`src/rtl/divrem_arbiter_pkg.sv`:
```
// Shared encodings and size helpers for the divrem arbiter slice.
package divrem_arbiter_pkg;

  typedef logic [2:0] state_t;

  localparam state_t ST_IDLE  = 3'd0;
  localparam state_t ST_ISSUE = 3'd1;
  localparam state_t ST_DLY   = 3'd2;
  localparam state_t ST_WAIT  = 3'd3;
  localparam state_t ST_RESP  = 3'd4;

  localparam int DEF_WIDTH_LOG = 4;
  localparam int DEF_NREQ      = 2;

  // Operand width from its exponent.
  function automatic int op_width(input int wlog);
    return 1 << wlog;
  endfunction

  // Width of a requester index; never below one bit.
  function automatic int idx_width(input int nreq);
    return (nreq > 1) ? $clog2(nreq) : 1;
  endfunction

endpackage

```
`src/rtl/divrem_arbiter_divrem.sv`:
```
// Iterative restoring divider returning the remainder; one quotient bit per cycle.
// ready is high while idle, drops on the edge that samples go, and rises again
// when the result is valid. A zero divisor reports error immediately.
module divrem
  import divrem_arbiter_pkg::*;
#(
  parameter int WIDTH_LOG = DEF_WIDTH_LOG
) (
  input  logic                               clk,
  input  logic                               rst,
  input  logic                               go,
  input  logic [op_width(WIDTH_LOG)-1:0]     num,
  input  logic [op_width(WIDTH_LOG)-1:0]     den,
  output logic                               ready,
  output logic                               error,
  output logic [op_width(WIDTH_LOG)-1:0]     rem
);

  localparam int WIDTH = op_width(WIDTH_LOG);

  logic [WIDTH-1:0]   acc_reg;
  logic [WIDTH-1:0]   quo_reg;
  logic [WIDTH-1:0]   den_reg;
  logic [WIDTH_LOG:0] count_reg;
  logic               busy_reg;
  logic               ready_reg;
  logic               error_reg;
  logic [WIDTH:0]     shift_next;
  logic [WIDTH:0]     diff_next;

  // Shift the next dividend bit into the partial remainder and trial-subtract.
  always_comb begin
    shift_next = {acc_reg, quo_reg[WIDTH-1]};
    diff_next  = shift_next - {1'b0, den_reg};
  end

  // Operand capture on go, then one restoring step per cycle until done.
  always_ff @(posedge clk) begin
    if (rst) begin
      acc_reg   <= '0;
      quo_reg   <= '0;
      den_reg   <= '0;
      count_reg <= '0;
      busy_reg  <= 1'b0;
      ready_reg <= 1'b1;
      error_reg <= 1'b0;
    end else if (go) begin
      acc_reg   <= '0;
      quo_reg   <= num;
      den_reg   <= den;
      count_reg <= (WIDTH_LOG + 1)'(WIDTH);
      if (den == '0) begin
        busy_reg  <= 1'b0;
        ready_reg <= 1'b1;
        error_reg <= 1'b1;
      end else begin
        busy_reg  <= 1'b1;
        ready_reg <= 1'b0;
        error_reg <= 1'b0;
      end
    end else if (busy_reg) begin
      if (shift_next >= {1'b0, den_reg}) begin
        acc_reg <= diff_next[WIDTH-1:0];
        quo_reg <= {quo_reg[WIDTH-2:0], 1'b1};
      end else begin
        acc_reg <= shift_next[WIDTH-1:0];
        quo_reg <= {quo_reg[WIDTH-2:0], 1'b0};
      end
      count_reg <= count_reg - 1'b1;
      if (count_reg == (WIDTH_LOG + 1)'(1)) begin
        busy_reg  <= 1'b0;
        ready_reg <= 1'b1;
      end
    end
  end

  assign ready = ready_reg;
  assign error = error_reg;
  assign rem   = acc_reg;

endmodule

```
`src/rtl/divrem_arbiter.sv`:
```
// Round-robin arbiter sharing a single divrem among NREQ requesters.
// One operation in flight; operands are frozen at grant, results are held
// until the next ack.
module divrem_arbiter
  import divrem_arbiter_pkg::*;
#(
  parameter int WIDTH_LOG = DEF_WIDTH_LOG,
  parameter int NREQ      = DEF_NREQ
) (
  input  logic                                 clk,
  input  logic                                 rst,
  input  logic [NREQ-1:0]                      req,
  input  logic [NREQ*op_width(WIDTH_LOG)-1:0]  num,
  input  logic [NREQ*op_width(WIDTH_LOG)-1:0]  den,
  output logic [NREQ-1:0]                      ack,
  output logic [op_width(WIDTH_LOG)-1:0]       rem,
  output logic                                 error,
  output logic                                 busy
);

  localparam int WIDTH = op_width(WIDTH_LOG);
  localparam int IDXW  = idx_width(NREQ);

  state_t            state_reg;
  logic [IDXW-1:0]   last_grant_reg;
  logic [IDXW-1:0]   grant_reg;
  logic [WIDTH-1:0]  num_reg;
  logic [WIDTH-1:0]  den_reg;
  logic              div_go;
  logic [NREQ-1:0]   ack_reg;
  logic [WIDTH-1:0]  rem_reg;
  logic              error_reg;
  logic              busy_reg;

  logic              found;
  logic [IDXW-1:0]   pick;
  logic [IDXW-1:0]   cand_idx;
  int                cand;
  logic [WIDTH-1:0]  num_sel;
  logic [WIDTH-1:0]  den_sel;

  logic              div_ready;
  logic              div_error;
  logic [WIDTH-1:0]  div_rem;

  // Round-robin search starting one past the last grant, wrapping around.
  always_comb begin
    found    = 1'b0;
    pick     = '0;
    cand     = 0;
    cand_idx = '0;
    for (int k = 1; k <= NREQ; k++) begin
      cand     = (int'(last_grant_reg) + k) % NREQ;
      cand_idx = IDXW'(cand);
      if (!found && req[cand_idx]) begin
        found = 1'b1;
        pick  = cand_idx;
      end
    end
    num_sel = num[pick*WIDTH +: WIDTH];
    den_sel = den[pick*WIDTH +: WIDTH];
  end

  // Arbitration FSM; every output is registered so ack and go are glitch-free pulses.
  always_ff @(posedge clk) begin
    if (rst) begin
      state_reg      <= ST_IDLE;
      last_grant_reg <= IDXW'(NREQ - 1);
      grant_reg      <= '0;
      num_reg        <= '0;
      den_reg        <= '0;
      div_go         <= 1'b0;
      ack_reg        <= '0;
      rem_reg        <= '0;
      error_reg      <= 1'b0;
      busy_reg       <= 1'b0;
    end else begin
      div_go  <= 1'b0;
      ack_reg <= '0;
      case (state_reg)
        ST_IDLE: begin
          if (found) begin
            grant_reg      <= pick;
            last_grant_reg <= pick;
            num_reg        <= num_sel;
            den_reg        <= den_sel;
            busy_reg       <= 1'b1;
            if (den_sel != '0) begin
              div_go    <= 1'b1;
              state_reg <= ST_ISSUE;
            end else begin
              // Divide by zero never reaches the divider.
              rem_reg   <= '0;
              error_reg <= 1'b1;
              state_reg <= ST_RESP;
            end
          end
        end
        ST_ISSUE: state_reg <= ST_DLY;
        // Give the divider a cycle to register operands and drop ready.
        ST_DLY:   state_reg <= ST_WAIT;
        ST_WAIT: begin
          if (div_ready || div_error) begin
            rem_reg   <= div_rem;
            error_reg <= div_error;
            state_reg <= ST_RESP;
          end
        end
        ST_RESP: begin
          ack_reg[grant_reg] <= 1'b1;
          busy_reg           <= 1'b0;
          state_reg          <= ST_IDLE;
        end
        default: begin
`ifndef SYNTHESIS
          state_reg <= 'x;
`else
          state_reg <= ST_IDLE;
`endif
        end
      endcase
    end
  end

  divrem #(
    .WIDTH_LOG (WIDTH_LOG)
  ) u_divrem (
    .clk   (clk),
    .rst   (rst),
    .go    (div_go),
    .num   (num_reg),
    .den   (den_reg),
    .ready (div_ready),
    .error (div_error),
    .rem   (div_rem)
  );

  assign ack   = ack_reg;
  assign rem   = rem_reg;
  assign error = error_reg;
  assign busy  = busy_reg;

endmodule
```
`config.mk`:
```
export PLATFORM = sky130hd
export DESIGN_NAME = divrem_arbiter
export DESIGN_NICKNAME = d
export VERILOG_FILES = /design/src/rtl/divrem_arbiter_pkg.sv /design/src/rtl/divrem_arbiter_divrem.sv /design/src/rtl/divrem_arbiter.sv
export SDC_FILE = /design/constraint.sdc
export NUM_CORES = 1
export LEC_CHECK = 0
export CAP_MARGIN = 20
export CORE_MARGIN = 2
export CORE_UTILIZATION = 35
export DETAILED_ROUTE_END_ITERATION = 8
export PLACE_DENSITY_LB_ADDON = 0.25
export SETUP_SLACK_MARGIN = 0.1
export SLEW_MARGIN = 40
export SYNTH_ARGS = -nofsm -noshare
export SYNTH_HDL_FRONTEND = slang
export SYNTH_SLANG_ARGS = --single-unit
export TNS_END_PERCENT = 50
```
`constraint.sdc`:
```
create_clock -name clk -period 2.77 [get_ports clk]
set_clock_uncertainty 0.15 [all_clocks]
set_input_delay 0.277 -clock clk [delete_from_list [all_inputs] [get_ports clk]]
set_output_delay 0.277 -clock clk [all_outputs]
set_load 0.05 [all_outputs]
```
==> run metrics, run 1 <==
Critical Path RT=2.97 ns; Root Buffer=clkbuf_16; crit path launch=u_divrem.den_reg[10]$_SDFFE_PP0P_; gr ovfl total=0; Worst Path Max Fanout=14; Nets=836; Die X=132 um; fillcell total=1535; Core Rows=46; # IOs=88; Total Die Area=17400 um2; DR vias=4974; Routed WL per cell=15.2 um; design area=7590 um2; FF+latch area=2280 um2; Skew-Pair Late Insertion Delay=0.42 ns; syn nets=748; CTS tree=done; top post-synthesis cells by area=dfxtp_1 40%, mux2i_1 12%, nor2_1 8.1%; most common cell in the netlist=nor2_1; Top FF cell, synth=dfxtp_1; Vias/cell=5.09; initial antenna violation count=0; Seq cells post-synth=114; reg2reg setup slack=0.24 ns; CP Capture Type=register; RSZ-0062 raised after global routing=true; P per Cell Area=853 nW/um2; Final Hold Vio Count=0; measured slew at the worst slew-check pin=0.701 ns; synthesized instance count=661; antenna-violating nets left=0; synth cell count leaders=123 x nor2_1, 114 x dfxtp_1, 68 x mux2i_1, 39 x a211oi_1, 35 x a21oi_1; Detailed Routing Iterations Pass 1=4; reg-to-reg critical path startpoint=u_divrem.den_reg[10]$_SDFFE_PP0P_; core box area=15900 um2; global-route wire length before repair=24200 um; share of flip-flops with an asynchronous set or reset=0%; post-synth top area cell=dfxtp_1; number of max-cap violations=0; post-route minimum period=2.53 ns; Clock Path Buffers=2; VDD IR max=0.000521 V; worst hold path class=input port to register; CTS sink cnt=114; DR iter-0 viols=255; clock-pin transition on the worst setup and hold timing paths=0.05 ns; GPL Wtd Cong=0.877; Static Leak=0.00284 uW; EDFF count, synth=0; hold path startpoint=rst; placed inst area=6830 um2; Crit Path Class=register to register; vias in the first global route=4889; Worst Setup Start Kind=register; largest net degree at the start of global routing=95; status=complete, no violations; Die H=132 um; synthesized area=5710 um2; drt drc=0; period utilisation layout=91.3%; syn avg cell area=8.64 um2; final setup fails=0; # diodes=0; Seq/Total Area, Yosys=40.0%; initial core utilization=35.8%; WP data arrival=2.73 ns; Inserted Clock Buffers=17; Max Freq=395 MHz; area share of the largest cell type after synthesis=40.0%; WL final=14800 um; fin cells=977; Placed Cells incl. Taps=940; post-DP HPWL=10600 um; layout cells sized above 1=11.2%; Rel. slew slack=53.0%; area grow syn2layout=32.9%; Power, Total=6470 uW; H-tree Lvls=4; Multi-input gate area=3190 um2; Port Buf Inserts=87; YS warnings=0; GRT Overall Usage=17.4%; fin. max-slew vios=0; synth unique cells=59
==> routing by layer <==
layer	vias to the layer above	track usage, %	wire length (um)
met5	-	0	0
met4	0	6.64	286
met2	102	29.5	6960
met3	20	3.61	561
met1	2302	21.7	7020
li1	2550	-	-
==> report_power, final <==
part / leakage, uW / switching (uW) / internal [uW]
logic: 0.00160 / 1190 / 947
clock network: 0.000313 / 738 / 1630
registers: 0.000932 / 147 / 1820
total: 0.00284 / 2070 / 4400
==> path summary, 6_finish.rpt <==
check / depth (start not counted) / endpoint
setup / recovery: 10 / u_divrem.rem[8]$_SDFFE_PP0P_
hold / removal: 4 / u_divrem.rem[15]$_SDFFE_PP0P_
setup reg to reg: 10 / u_divrem.rem[8]$_SDFFE_PP0P_
hold reg to reg: 1 / ack[0]$_SDFF_PP0_
==> cell usage in the layout (no fill, tap or decap), drive strengths merged, types with 2 or more instances in the layout <==
| cell | Yosys | layout |
|---|---|---|
| or4 | 2 | 2 |
| and3 | 2 | 2 |
| o31ai | 4 | 5 |
| a31oi | 11 | 11 |
| o22ai | 2 | 2 |
| o21ai | 23 | 23 |
| clkinv | 1 | 5 |
| nor2 | 123 | 123 |
| a41oi | 2 | 2 |
| or2 | 3 | 3 |
| a211oi | 39 | 39 |
| clkbuf | 32 | 21 |
| dfxtp | 114 | 114 |
| a21boi | 3 | 3 |
| a221oi | 2 | 2 |
| nor2b | 2 | 2 |
| nand3 | 13 | 13 |
| xor2 | 6 | 6 |
| o211ai | 2 | 2 |
| xnor2 | 8 | 8 |
| a2111oi | 2 | 2 |
| inv | 29 | 29 |
| o221ai | 3 | 3 |
| nand3b | 2 | 2 |
| nand4 | 8 | 8 |
| nor4b | 2 | 2 |
| a21oi | 36 | 36 |
| nor4 | 14 | 14 |
| ha | 18 | 18 |
| clkdlybuf4s50 | 0 | 86 |
| nand2 | 33 | 33 |
| a22oi | 17 | 17 |
| mux2i | 68 | 68 |
| buf | 15 | 29 |
| nor3 | 6 | 6 |
| nor3b | 2 | 2 |
| bufinv | 0 | 5 |
==> cell families after synthesis <==
logic type               share of synthesized area (%)
XOR/XNOR                                          2.15
adder cells (fa/ha/maj)                           4.29
AND/OR/NAND/NOR                                   16.9
AO/OA/AOI/OAI                                     18.8
buffers and inverters                             5.96
multiplexers                                      11.9
flip-flops                                        40.0
==> area by class of cell <==
| class | instances | share of cell area [%] |
|---|---|---|
| Clock buffer | 21 | 6.07 |
| Clock inverter | 10 | 2.39 |
| Inverter | 30 | 1.48 |
| Multi-Input combinational cell | 471 | 42.0 |
| Sequential cell | 114 | 30.1 |
| Tap cell | 216 | 3.56 |
| Timing Repair Buffer | 115 | 14.4 |
==> what timing repair did <==
item	CTS	global route
setup endpoints to repair	5	17
hold endpoints to repair	0	0
pin swaps	1	3
resized for setup	0	15
cloned	1	0
hold buffers	0	0
buffers inserted	3	2
==> metrics by stage <==
stage / setup TNS (ns) / setup slack [ns] / hold WS (ns) / utilization [%]
detailed placement: -0.0681 / -0.0434 / 0.293 / 42.8
finish: 0 / 0.241 / 0.219 / 47.6
global route: 0 / 0.0629 / 0.244 / 47.6
floorplan: 0 / 0.280 / 0.263 / -
global placement: 0 / 0.0404 / 0.283 / 42.8
CTS: 0 / 0.0725 / 0.209 / 47.1
==> worst max-delay path: stages (launching register included) <==
cell	delay [ns]
dfxtp_1	0.33
inv_1	0.05
ha_1	0.37
nand4_4	0.12
nor4_2	0.27
or3_4	0.17
a2111oi_4	0.06
buf_4	0.16
o31a_4	0.18
or4_1	0.53
nand3_1	0.07
Power figures use the tool's default switching activity.
==> inputs of run 2 (changes only) <==
CORE_ASPECT_RATIO = 0.8   (was unset)
==> run 2 against run 1 <==
Global-route usage is 0.55 points higher. Count of clock-buffer cells in the layout is 3 lower. Non-clock buffer count is 4 higher. Final cell count is 0.41% higher. Design area is 0.58% lower. Register-to-register slack worse by 0.05 ns. Total power is 1.1% lower. Via count is 1.4% higher. Worst hold slack better by 0.074 ns. Critical path type unchanged. Critical endpoint unchanged.
==> run metrics, run 2 (same netlist as run 1, synthesis figures left out) <==
final setup fails=0; Crit-path slowest cell=or4_1; hold path startpoint=rst; vias in the first global route=4942; design area=7540 um2; initial antenna violation count=0; Routed WL per cell=15.6 um; drt drc=0; reg-to-reg critical path startpoint=u_divrem.den_reg[11]$_SDFFE_PP0P_; dpl ws=0.0839 ns; initial core utilization=36.0%; final worst slack=0.189 ns; Inserted Clock Buffers=17; H-tree Lvls=4; slowest cell delay on critical path=0.55 ns; Detailed Routing Iterations Pass 1=4; antenna-violating nets left=0; CP Capture Type=register; area grow syn2layout=32.1%; Worst Path Max Fanout=14; crit path launch=u_divrem.den_reg[11]$_SDFFE_PP0P_; Core Rows=41; post-route minimum period=2.58 ns; most frequent cells in the layout=123 x nor2_1, 112 x dfxtp_1, 86 x clkdlybuf4s50_1; grt peak-use layer=met2; WL final=15300 um; Placed Cells incl. Taps=943; gr ovfl total=0; VDD IR max=0.000433 V; Port Buf Inserts=87; GPL Wtd Cong=0.820; Skew-Pair Late Insertion Delay=0.42 ns; clock-pin transition on the worst setup and hold timing paths=0.05 ns; P per Cell Area=848 nW/um2; WP data arrival=2.79 ns; Die H=118 um; CTS sink cnt=114; worst hold path class=input port to register; period utilisation layout=93.2%; # IOs=88; commonest non-fill, non-tap cell in the layout=nor2_1; largest net degree at the start of global routing=95; number of max-cap violations=0; DR iter-0 viols=297; Final Hold Vio Count=0; GR Util met1=24.5%; Vias/cell=5.14; GRT Overall Usage=17.9%; Worst Setup Start Kind=register; met2 usage=27.4%; post-DP HPWL=10800 um; cts hold-fix bufs=0; core box area=15900 um2; RSZ-0062 raised after global routing=true; fin. max-slew vios=0; Post-Route Setup TNS=0 ns; Critical Path RT=2.98 ns; Clock Path Buffers=2; status=complete, no violations; Worst path top cell family by delay=simple AND/OR/NAND/NOR gates; CP Cell Sequence=inv_1 -> ha_1 -> nand4_4 -> nor4_2 -> or3_4 -> a2111oi_4 -> buf_4 -> o31a_4 -> or4_1 -> nand3_1; placed inst area=6860 um2; GR Layer Usage met3=4.67%; fin cells=981; Hold Slack=0.294 ns; Crit Path Class=register to register; Root Buffer=clkbuf_16; layout cells sized above 1=10.8%; CTS tree=done; Nets=840; DR vias=5045; CP bufs+invs=2; Rel. slew slack=53.3%; Max Freq=387 MHz; Total Die Area=17400 um2; measured slew at the worst slew-check pin=0.700 ns; # diodes=0; global-route wire length before repair=24900 um; Die X=147 um; Static Leak=0.00285 uW; reg2reg setup slack=0.19 ns
==> run 2: changes by cell type in the layout (fill, tap and decap cells not counted), moves of 3 or more <==
cell | previous run | this run
buf_4 | 26 | 30
clkinv_4 | 1 | 4
ha_1 | 13 | 18
ha_4 | 3 | 0
==> run 2: area by class of cell <==
cell class,instances,area (um2)
Clock buffer,18,439
Fill cell,1539,8310
Tap cell,215,269
Sequential cell,114,2280
Timing Repair Buffer,119,1120
Inverter,30,113
Multi-Input combinational cell,471,3140
Clock inverter,14,179
==> run 2: final timing paths <==
path                             endpoint  cells after the start
min          u_divrem.rem[1]$_SDFFE_PP0P_                      5
min reg2reg             ack[0]$_SDFF_PP0_                      1
max reg2reg  u_divrem.rem[8]$_SDFFE_PP0P_                     10
max          u_divrem.rem[8]$_SDFFE_PP0P_                     10
==> run 2: metal layers <==
layer | vias up | part of all wire, %
met5 | - | 0
met4 | 0 | 2.2
met3 | 24 | 5.3
met2 | 117 | 44
met1 | 2337 | 49
li1 | 2567 | -
==> run 2: power breakdown <==
| part | total (uW) | leakage [uW] | internal, uW | switching [uW] |
|---|---|---|---|---|
| logic | 2170 | 0.00162 | 964 | 1200 |
| registers | 1970 | 0.000932 | 1820 | 151 |
| clock network | 2260 | 0.000299 | 1450 | 814 |
==> run 2: worst min-delay path, cell delays in order <==
cell and delay (ns):
buf_2 0.14, nor2_1 0.05, buf_4 0.20, o21ai_0 0.09, a31oi_1 0.04
==> run 2: metrics by stage <==
stage	power, uW	utilization, %
after detailed placement	3970	43.3
final	6400	47.6
after CTS	6310	47.3
after floorplan	3430	-
after global placement	3960	43.2
after global routing	6770	47.6
==> run 2: what timing repair did <==
action / CTS / global route
cloned: 0 / 1
setup buffers: 3 / 2
gates resized for setup: 0 / 3
pin swaps: 0 / 1
endpoints found under the setup margin: 3 / 17
